===== config.mk =====
export PLATFORM = sky130hd
export DESIGN_NAME = tetris_move_sequencer
export DESIGN_NICKNAME = d
export VERILOG_FILES = /design/src/rtl/tetris_move_sequencer.sv
export SDC_FILE = /design/constraint.sdc
export NUM_CORES = 2
export LEC_CHECK = 0
export CORE_ASPECT_RATIO = 1.75
export CORE_MARGIN = 10
export CORE_UTILIZATION = 23
export DETAILED_ROUTE_END_ITERATION = 7
export PLACE_DENSITY_LB_ADDON = 0.25
export SYNTH_ARGS = -nofsm -noshare
export SYNTH_HDL_FRONTEND = slang
export SYNTH_SLANG_ARGS = --single-unit
export TNS_END_PERCENT = 10

===== constraint.sdc =====
create_clock -name clk -period 15.9 [get_ports clk]
set_input_delay 3.975 -clock clk [delete_from_list [all_inputs] [get_ports clk]]
set_output_delay 3.975 -clock clk [all_outputs]
set_load 0.1 [all_outputs]

===== src/rtl/tetris_move_sequencer.sv =====
// Tetris move sequencer: owns the locked playfield and the single falling
// piece, serialises player and gravity moves with collision checks, merges
// the piece into the field when it cannot fall, then clears full rows.
module tetris_move_sequencer #(
  parameter int ROWS      = 20,
  parameter int COLS      = 10,
  parameter int SPAWN_ROW = 19
) (
  input  logic                      clk,
  input  logic                      reset,
  input  logic                      spawn_valid,
  input  logic [2:0][COLS-1:0]      spawn_shape,
  output logic                      spawn_ready,
  input  logic                      req_left,
  input  logic                      req_right,
  input  logic                      req_drop,
  input  logic                      gravity_tick,
  output logic [ROWS-1:0][COLS-1:0] screen,
  output logic                      piece_active,
  output logic                      lock_pulse,
  output logic                      lines_valid,
  output logic [2:0]                lines_cleared,
  output logic                      game_over
);
  // Wide enough to hold ROWS itself, which terminates the clear scan.
  localparam int RW = $clog2(ROWS + 1);

  typedef logic [ROWS-1:0][COLS-1:0] field_t;
  typedef logic [2:0][COLS-1:0]      shape_t;

  typedef enum logic [2:0] {
    S_EMPTY, S_SPAWN_CHK, S_ACTIVE, S_EVAL, S_LOCK, S_CLEAR, S_GAME_OVER
  } state_e;

  typedef enum logic [1:0] {MV_LEFT, MV_RIGHT, MV_DOWN, MV_DROP} move_e;

  // Bit positions inside the pending-request vector.
  localparam int P_LEFT  = 0;
  localparam int P_RIGHT = 1;
  localparam int P_GRAV  = 2;
  localparam int P_DROP  = 3;

  state_e        state_q, state_d;
  move_e         move_q, move_d;
  field_t        field_q, field_d;
  shape_t        pshape_q, pshape_d;
  logic [RW-1:0] prow_q, prow_d;
  logic [RW-1:0] r_q, r_d;
  logic [3:0]    pend_q, pend_d;
  logic [2:0]    lines_q, lines_d;

  shape_t        shl, shr;
  logic          edge_l, edge_r, hit_l, hit_r, hit_dn, hit_here, dn_blocked;
  int            base;

  // Field row at a signed index; rows outside the playfield read as empty.
  function automatic logic [COLS-1:0] row_at(input field_t f, input int idx);
    if (idx >= 0 && idx < ROWS) return f[idx];
    return '0;
  endfunction

  // State register: the whole game state advances together.
  always_ff @(posedge clk) begin
    if (reset) begin
      state_q  <= S_EMPTY;
      move_q   <= MV_LEFT;
      // NOTE: the field is plain flops, not a RAM, so it is cleared on reset;
      // a stale field would leak blocks into the next game.
      field_q  <= '0;
      pshape_q <= '0;
      prow_q   <= RW'(SPAWN_ROW);
      r_q      <= '0;
      pend_q   <= '0;
      lines_q  <= '0;
    end else begin
      // NOTE: non-blocking here so every register samples pre-edge values.
      state_q  <= state_d;
      move_q   <= move_d;
      field_q  <= field_d;
      pshape_q <= pshape_d;
      prow_q   <= prow_d;
      r_q      <= r_d;
      pend_q   <= pend_d;
      lines_q  <= lines_d;
    end
  end

  // Next state: request arbitration, move/collision evaluation, lock, clear.
  always_comb begin
    // NOTE: every target gets a hold value first so no path infers a latch.
    state_d  = state_q;
    move_d   = move_q;
    field_d  = field_q;
    pshape_d = pshape_q;
    prow_d   = prow_q;
    r_d      = r_q;
    pend_d   = pend_q;
    lines_d  = lines_q;

    // pshape[k] sits on row prow-2+k.
    base     = int'(prow_q) - 2;
    edge_l   = 1'b0;
    edge_r   = 1'b0;
    hit_l    = 1'b0;
    hit_r    = 1'b0;
    hit_dn   = 1'b0;
    hit_here = 1'b0;
    for (int k = 0; k < 3; k++) begin
      shl[k]   = pshape_q[k] << 1;
      shr[k]   = pshape_q[k] >> 1;
      edge_l   = edge_l | pshape_q[k][COLS-1];
      edge_r   = edge_r | pshape_q[k][0];
      hit_l    = hit_l    | (|(shl[k]      & row_at(field_q, base + k)));
      hit_r    = hit_r    | (|(shr[k]      & row_at(field_q, base + k)));
      hit_here = hit_here | (|(pshape_q[k] & row_at(field_q, base + k)));
      hit_dn   = hit_dn   | (|(pshape_q[k] & row_at(field_q, base + k - 1)));
    end
    // Row 2 is the floor for the anchor even if the lower shape rows are empty.
    dn_blocked = (prow_q == RW'(2)) || hit_dn;

    unique case (state_q)
      S_EMPTY: begin
        if (spawn_valid) begin
          pshape_d = spawn_shape;
          prow_d   = RW'(SPAWN_ROW);
          state_d  = S_SPAWN_CHK;
        end
      end
      S_SPAWN_CHK: state_d = hit_here ? S_GAME_OVER : S_ACTIVE;
      S_ACTIVE: begin
        if (|pend_q) begin
          state_d = S_EVAL;
          if (pend_q[P_DROP]) begin
            move_d = MV_DROP;  pend_d[P_DROP]  = 1'b0;
          end else if (pend_q[P_GRAV]) begin
            move_d = MV_DOWN;  pend_d[P_GRAV]  = 1'b0;
          end else if (pend_q[P_LEFT]) begin
            move_d = MV_LEFT;  pend_d[P_LEFT]  = 1'b0;
          end else begin
            move_d = MV_RIGHT; pend_d[P_RIGHT] = 1'b0;
          end
        end
      end
      S_EVAL: begin
        unique case (move_q)
          MV_LEFT: begin
            if (!(edge_l || hit_l)) pshape_d = shl;
            state_d = S_ACTIVE;
          end
          MV_RIGHT: begin
            if (!(edge_r || hit_r)) pshape_d = shr;
            state_d = S_ACTIVE;
          end
          MV_DOWN: begin
            if (dn_blocked) state_d = S_LOCK;
            else begin
              prow_d  = prow_q - RW'(1);
              state_d = S_ACTIVE;
            end
          end
          MV_DROP: begin
            // Hard drop stays here, one row per cycle, until it lands.
            if (dn_blocked) state_d = S_LOCK;
            else            prow_d  = prow_q - RW'(1);
          end
        endcase
      end
      S_LOCK: begin
        for (int j = 0; j < ROWS; j++)
          for (int k = 0; k < 3; k++)
            if (j == base + k) field_d[j] = field_d[j] | pshape_q[k];
        pend_d  = '0;
        lines_d = '0;
        r_d     = '0;
        state_d = S_CLEAR;
      end
      S_CLEAR: begin
        if (r_q == RW'(ROWS)) begin
          state_d = S_EMPTY;
        end else if (&field_q[r_q]) begin
          // Collapse rows above r; r stays put to re-test the row that fell in.
          for (int j = 0; j < ROWS - 1; j++)
            if (j >= int'(r_q)) field_d[j] = field_q[j+1];
          field_d[ROWS-1] = '0;
          lines_d         = lines_q + 3'd1;
        end else begin
          r_d = r_q + RW'(1);
        end
      end
      S_GAME_OVER: state_d = S_GAME_OVER;
      default:     state_d = S_EMPTY;
    endcase

    // Requests are captured only while a piece is live; a new pulse wins over
    // the clear of the flag being serviced in the same cycle.
    if (state_q == S_ACTIVE || state_q == S_EVAL)
      pend_d = pend_d | {req_drop, gravity_tick, req_right, req_left};
  end

  // Outputs: decoded from state, screen overlays the live piece on the field.
  always_comb begin
    spawn_ready   = (state_q == S_EMPTY);
    piece_active  = (state_q == S_ACTIVE) || (state_q == S_EVAL);
    lock_pulse    = (state_q == S_LOCK);
    lines_valid   = (state_q == S_CLEAR) && (r_q == RW'(ROWS));
    lines_cleared = lines_q;
    game_over     = (state_q == S_GAME_OVER);
    screen        = field_q;
    if (piece_active)
      for (int j = 0; j < ROWS; j++)
        for (int k = 0; k < 3; k++)
          if (j == int'(prow_q) - 2 + k) screen[j] = screen[j] | pshape_q[k];
  end

endmodule


### Word-level counts from Yosys, hierarchy flattened

Index checks and enable logic that the tools add are counted.
W data, S select, Z words.

* equality and inequality tests: 99
* muxes and demuxes: 273
* div/mod/pow operators: 0
* add/subtract/negate cells: 9
* shift operators: 0
* $lt $le $gt $ge: 38
* multipliers: 0
* bitwise logic cells: 125
* reduce and logical (&&, ||, !) cells: 59

Operators with widths (count)
* $mux W10: 224
* $or A10 B10 Y10: 100
* $mux W200: 3
* $pmux W200 S2: 1
* $bmux W10 S5: 7
* $eq A5 B32 Y1 const A: 8
* $eq A4 B32 Y1 const A: 4
* $eq A6 B32 Y1 const A: 4
* $ge A32 B1 Y1 const B: 4
* $lt A32 B6 Y1 const B: 4
* $lt A32 B7 Y1 const B: 4
* $pmux W30 S2: 2
* $reduce_or A10 Y1: 12
* $logic_not A32 Y1: 3
* $and A10 B10 Y10: 9
* $mux W30: 3
* $reduce_and A4 Y1: 21
* $eq A3 B32 Y1 const A: 2
* $eq A5 B7 Y1 const A: 8
* $ne A2 B2 Y1 const B: 27
* $eq A5 B6 Y1 const A: 8
* $ge A4 B5 Y1 const A: 8
* $eq A2 B32 Y1 const A: 1
* $sub A32 B2 Y32 const B: 1
* other kinds (60): 135

* bits in read-only memories: 0
* RAM bits: 0
* input port bits: 37
* output and inout bits: 208
* bits in latches: 0
* memories: 0
* register bits: 252
* word-level logic and storage cells: 632

### Longest topological paths before layout

* depth after elaboration: 16
* depth in mapped cells: 23

### Worst setup path after synthesis

OpenSTA, ideal clock, no wires.

* path kind: reg2out
* from: register prow_q[1]
* to: output screen[43] (netlist bit)
* arrival time: 5.055 ns
* setup slack: 6.870 ns
* path buffers: 5
* cell stages (with the launch flop): 15
* cells stage by stage: dfxtp_1 buf_2 inv_1 ha_1 buf_4 and4bb_2 a211oi_2 o21a_1 nor3_1 buf_2 clkbuf_1 and3_1 clkbuf_1 nand2_1 a31oi_1

RTL lines
* from (decl): RTL line 47 `logic [RW-1:0] prow_q, prow_d;`
* from (signal assigned): RTL line 71 `prow_q <= RW'(SPAWN_ROW);`
* from (signal assigned): RTL line 81 `prow_q <= prow_d;`
* to (decl): RTL line 18 `output logic [ROWS-1:0][COLS-1:0] screen,`

==> impl_metrics.csv <==
group,metric,value,unit
outcome,status,"finished, violations left",
outcome,violations,"DRC",
synth,syn-cell-area,31300,um2
worst_setup_path,max_stage_delay,1.30,ns
pwr,p_clk_frac,0.433,
flow_run,max_cap_violations,0,
global_routing,grt.total_usage,0.264,
sta,period_needed,10.55,ns
synth,synth_ff_type,"dfxtp_1",
worst_setup_path,arrival,6.57,ns
worst_setup_path,cp_top_family,"buffers and inverters",
synth,synth_fp_nets,4007,
synth,synthArstFlopShare,0,
pwr,combPwrFrac,0.212,
worst_setup_path,setup.worst_path.start_class,"flop",
detailed_routing,drt_drc_violations_left,6,
sta,fmax,94.8,MHz
worst_setup_path,crit_fanout,44,
final_layout,layout_common_cells,"nor2_1 (442), nand2_1 (383), a21oi_1 (307)",
detailed_routing,viasPerCell,6.65,
sta,finalSetupViolCount,0,
sta,fin_crit_sh,0.664,
global_routing,grt_max_degree,163,
synth,yosysSeqAreaShare,0.161,
synth,synthCells,3947,
floorplan,die_area,152000,um2
sta,worstMarginPinSlew,1.32,ns
floorplan,initial_core_util,0.231,
final_layout,seq_area,5090,um2
sta,fin_tns_setup,0,ns
floorplan,num_rows,179,
detailed_routing,routedWlPerCell,38.1,um
clock_network,clockBufferDepth,3,
global_routing,grt_pass1_wl,288,mm
placed_design,globalplace.congestion,1.10,
floorplan,die_width,299,um
worst_setup_path,crit_chain,"inv_1 -> ha_4 -> nor3b_1 -> o311ai_0 -> nand3_1 -> nor3_2 -> buf_4 -> and4_1 -> nand2_1 -> a31oi_1 -> clkdlybuf4s50_1",
clock_network,worstSkewPairLatency,0.70,ns
final_layout,multi_input_area,23500,um2
clock_network,cts.clk_slew.worst_paths,0.06,ns
clock_network,htreeDepth,1,
pwr,p_per_area,52.6,nW/um2
detailed_routing,antenna_left,0,
synth,synth.avg_cell_area,7.92,um2
clock_network,clock-sinks,252,
floorplan,die_y,508,um
synth,yosysWarningCount,0,
clock_network,hold_buffers,0,
pwr,sw_frac_of_total,0.380,
synth,synth_edf_count,0,
clock_network,cts_tree,"yes",
placed_design,numPortBuffers,244,
global_routing,antenna_found_initial,20,
clock_network,cts_buffers,30,
pwr,cellLeakagePower,11.6,nW
worst_setup_path,worst-path-buf-inv,3,
detailed_routing,drtIter0Drc,5835,
pwr,ir_worst_vdd,0.0000987,V
clock_network,cts_setup_buffers,0,
final_layout,fillCellCount,14700,
placed_design,hpwl,143,mm
global_routing,grt_pass1_vias,35000,
worst_setup_path,critPathKind,"reg2out",
synth,synth-seq-cells,252,
pwr,internal_power,0.00116,W
final_layout,postLayoutCoreUtil,0.263,
sta,drv_slew,0,
clock_network,clockRootBuffer,"clkbuf_16",
clock_network,cts_resized,0,
detailed_routing,dr.pass1.iters,6,
sta,maxSlewHeadroom,0.116,
worst_setup_path,critPathSlowestCell,"clkdlybuf4s50_1",
final_layout,nNetsFinal,3787,
synth,yosysUniqueCellTypes,97,
final_layout,final_common_cell,"nor2_1",
sta,rsz0062_at_grt,"false",
sta,hold_viol,0,
worst_setup_path,required,11.93,ns
global_routing,grt_overflow,0,
sta,clock_skew,0.0488,ns
final_layout,drive_above_1_share,0.194,
min_path,hp-class,"reg2reg",
pwr,net-switching-power,0.000713,W
floorplan,ios,245,
pwr,seqPwrFrac,0.355,
detailed_routing,drt_wl_total,212,mm
detailed_routing,via_count,37000,
worst_setup_path,crit_path_end_kind,"output port",
final_layout,area_growth,14.0,%
floorplan,coreArea,135000,um2
==> state kept, by name (all words and copies together), names as in the netlist <==
signal         flops
pshape_q          30
pend_q             4
prow_q             5
state_q            3
r_q                5
lines_cleared      3
field_q          200
move_q             2
==> synth_stat cells, types with 8 or more instances <==
library cell / instances / area, um2
mux4_2: 286 / 6440
o311ai_0: 22 / 193
a22o_1: 14 / 123
nand3_1: 71 / 355
a32oi_1: 13 / 114
buf_6: 19 / 214
o21ai_0: 93 / 465
nor2_1: 445 / 1670
ha_1: 23 / 288
buf_4: 25 / 188
and2_1: 42 / 263
mux2i_1: 142 / 1420
xnor2_1: 9 / 78.8
o31ai_1: 15 / 113
a221oi_1: 118 / 1030
a22oi_1: 60 / 450
a221o_1: 43 / 430
a31o_2: 111 / 972
nor4_1: 24 / 150
buf_2: 44 / 220
nor3_1: 122 / 611
and3_1: 36 / 225
nand2_1: 384 / 1440
a21o_1: 8 / 60.1
a211oi_1: 22 / 165
clkbuf_1: 395 / 1480
nand2b_1: 10 / 62.6
o21a_1: 85 / 638
a31oi_1: 143 / 895
nor2b_1: 27 / 169
or3_1: 22 / 138
nand4_1: 22 / 138
inv_1: 41 / 154
buf_1: 142 / 533
a211o_1: 17 / 149
o22ai_1: 22 / 138
a2111oi_0: 34 / 298
a21oi_1: 307 / 1540
mux2_2: 58 / 653
o41ai_1: 13 / 114
o211ai_1: 19 / 143
dfxtp_1: 252 / 5040
==> cells by family (layout without fill, tap and decap cells) <==
kind of cell	after synthesis	after routing	synth area share
adders and majority gates	23	23	0.00920
other	0	7	0
DFF	252	252	0.161
xor gates and xnor gates	18	18	0.00636
AOI/OAI and AO/OA	1229	1229	0.277
buffers and inverters	679	483	0.0912
muxes	487	487	0.273
and+or+nand+nor	1259	1259	0.182
==> worst reg2reg max path: stages (launching register included) <==
cell      delay [ns]
dfxtp_4         0.72
clkinv_2        0.73
ha_4            0.98
buf_4           0.90
mux4_2          0.68
a22oi_1         0.24
nand3_1         0.32
a32o_1          0.36
a211oi_1        0.22
nand4_1         0.32
o211a_1         0.58
or3_1           0.44
buf_4           0.25
o41ai_1         0.38
==> path summary, 6_finish.rpt <==
check	start	endpoint	slack [ns]	cells past startpoint
worst max register to register	prow_q[0]$_SDFFE_PP1P_	pshape_q[17]$_SDFFE_PP0P_	8.67	13
worst min-delay path	pend_q[1]$_SDFF_PP0_	pend_q[1]$_SDFF_PP0_	0.48	2
worst min register to register	pend_q[1]$_SDFF_PP0_	pend_q[1]$_SDFF_PP0_	0.48	2
worst max-delay path	prow_q[2]$_SDFFE_PP0P_	screen[104]	5.35	11
==> through the flow <==
step / instances / power (W) / instance area, um2 / setup slack [ns] / hold WS, ns
finish: 5568 / 0.00188 / 35700 / 5.35 / 0.485
global route: 5562 / 0.00189 / 35600 / 5.07 / 0.499
CTS: 5560 / 0.00186 / 35600 / 5.52 / 0.476
detailed placement: 5504 / 0.00106 / 34500 / 6.26 / 0.469
global placement: 5503 / 0.00106 / 34500 / 5.77 / 0.463
floorplan: 3947 / 0.000858 / 31300 / 6.87 / 0.450
==> metal layers <==
layer / routed length, um / vias up / part of all wire / global-route usage
li1: - / 14600 / - / -
met1: 70700 / 18300 / 0.33 / 0.293
met2: 93700 / 3153 / 0.44 / 0.418
met3: 24300 / 974 / 0.11 / 0.0686
met4: 23400 / 10 / 0.11 / 0.231
met5: 72 / - / 0.00034 / 0
==> power groups by stage <==
stage / combinational (W) / clock, W / sequential, W
final: 0.000398 / 0.000812 / 0.000666
after floorplan: 0.000197 / 0 / 0.000661
after detailed placement: 0.000377 / 0 / 0.000679
after global routing: 0.000394 / 0.000831 / 0.000666
after CTS: 0.000378 / 0.000817 / 0.000665
after global placement: 0.000376 / 0 / 0.000679
==> area by class of cell <==
| class | instances | area share |
|---|---|---|
| sequential | 252 | 0.143 |
| clock buffer | 41 | 0.0245 |
| inverter | 46 | 0.00495 |
| multi-input combinational | 3016 | 0.660 |
| clock inverter | 15 | 0.00586 |
| antenna | 7 | 0.000491 |
| timing repair buffer | 381 | 0.0980 |
| tap | 1810 | 0.0635 |
Power figures use the tool's default switching activity.
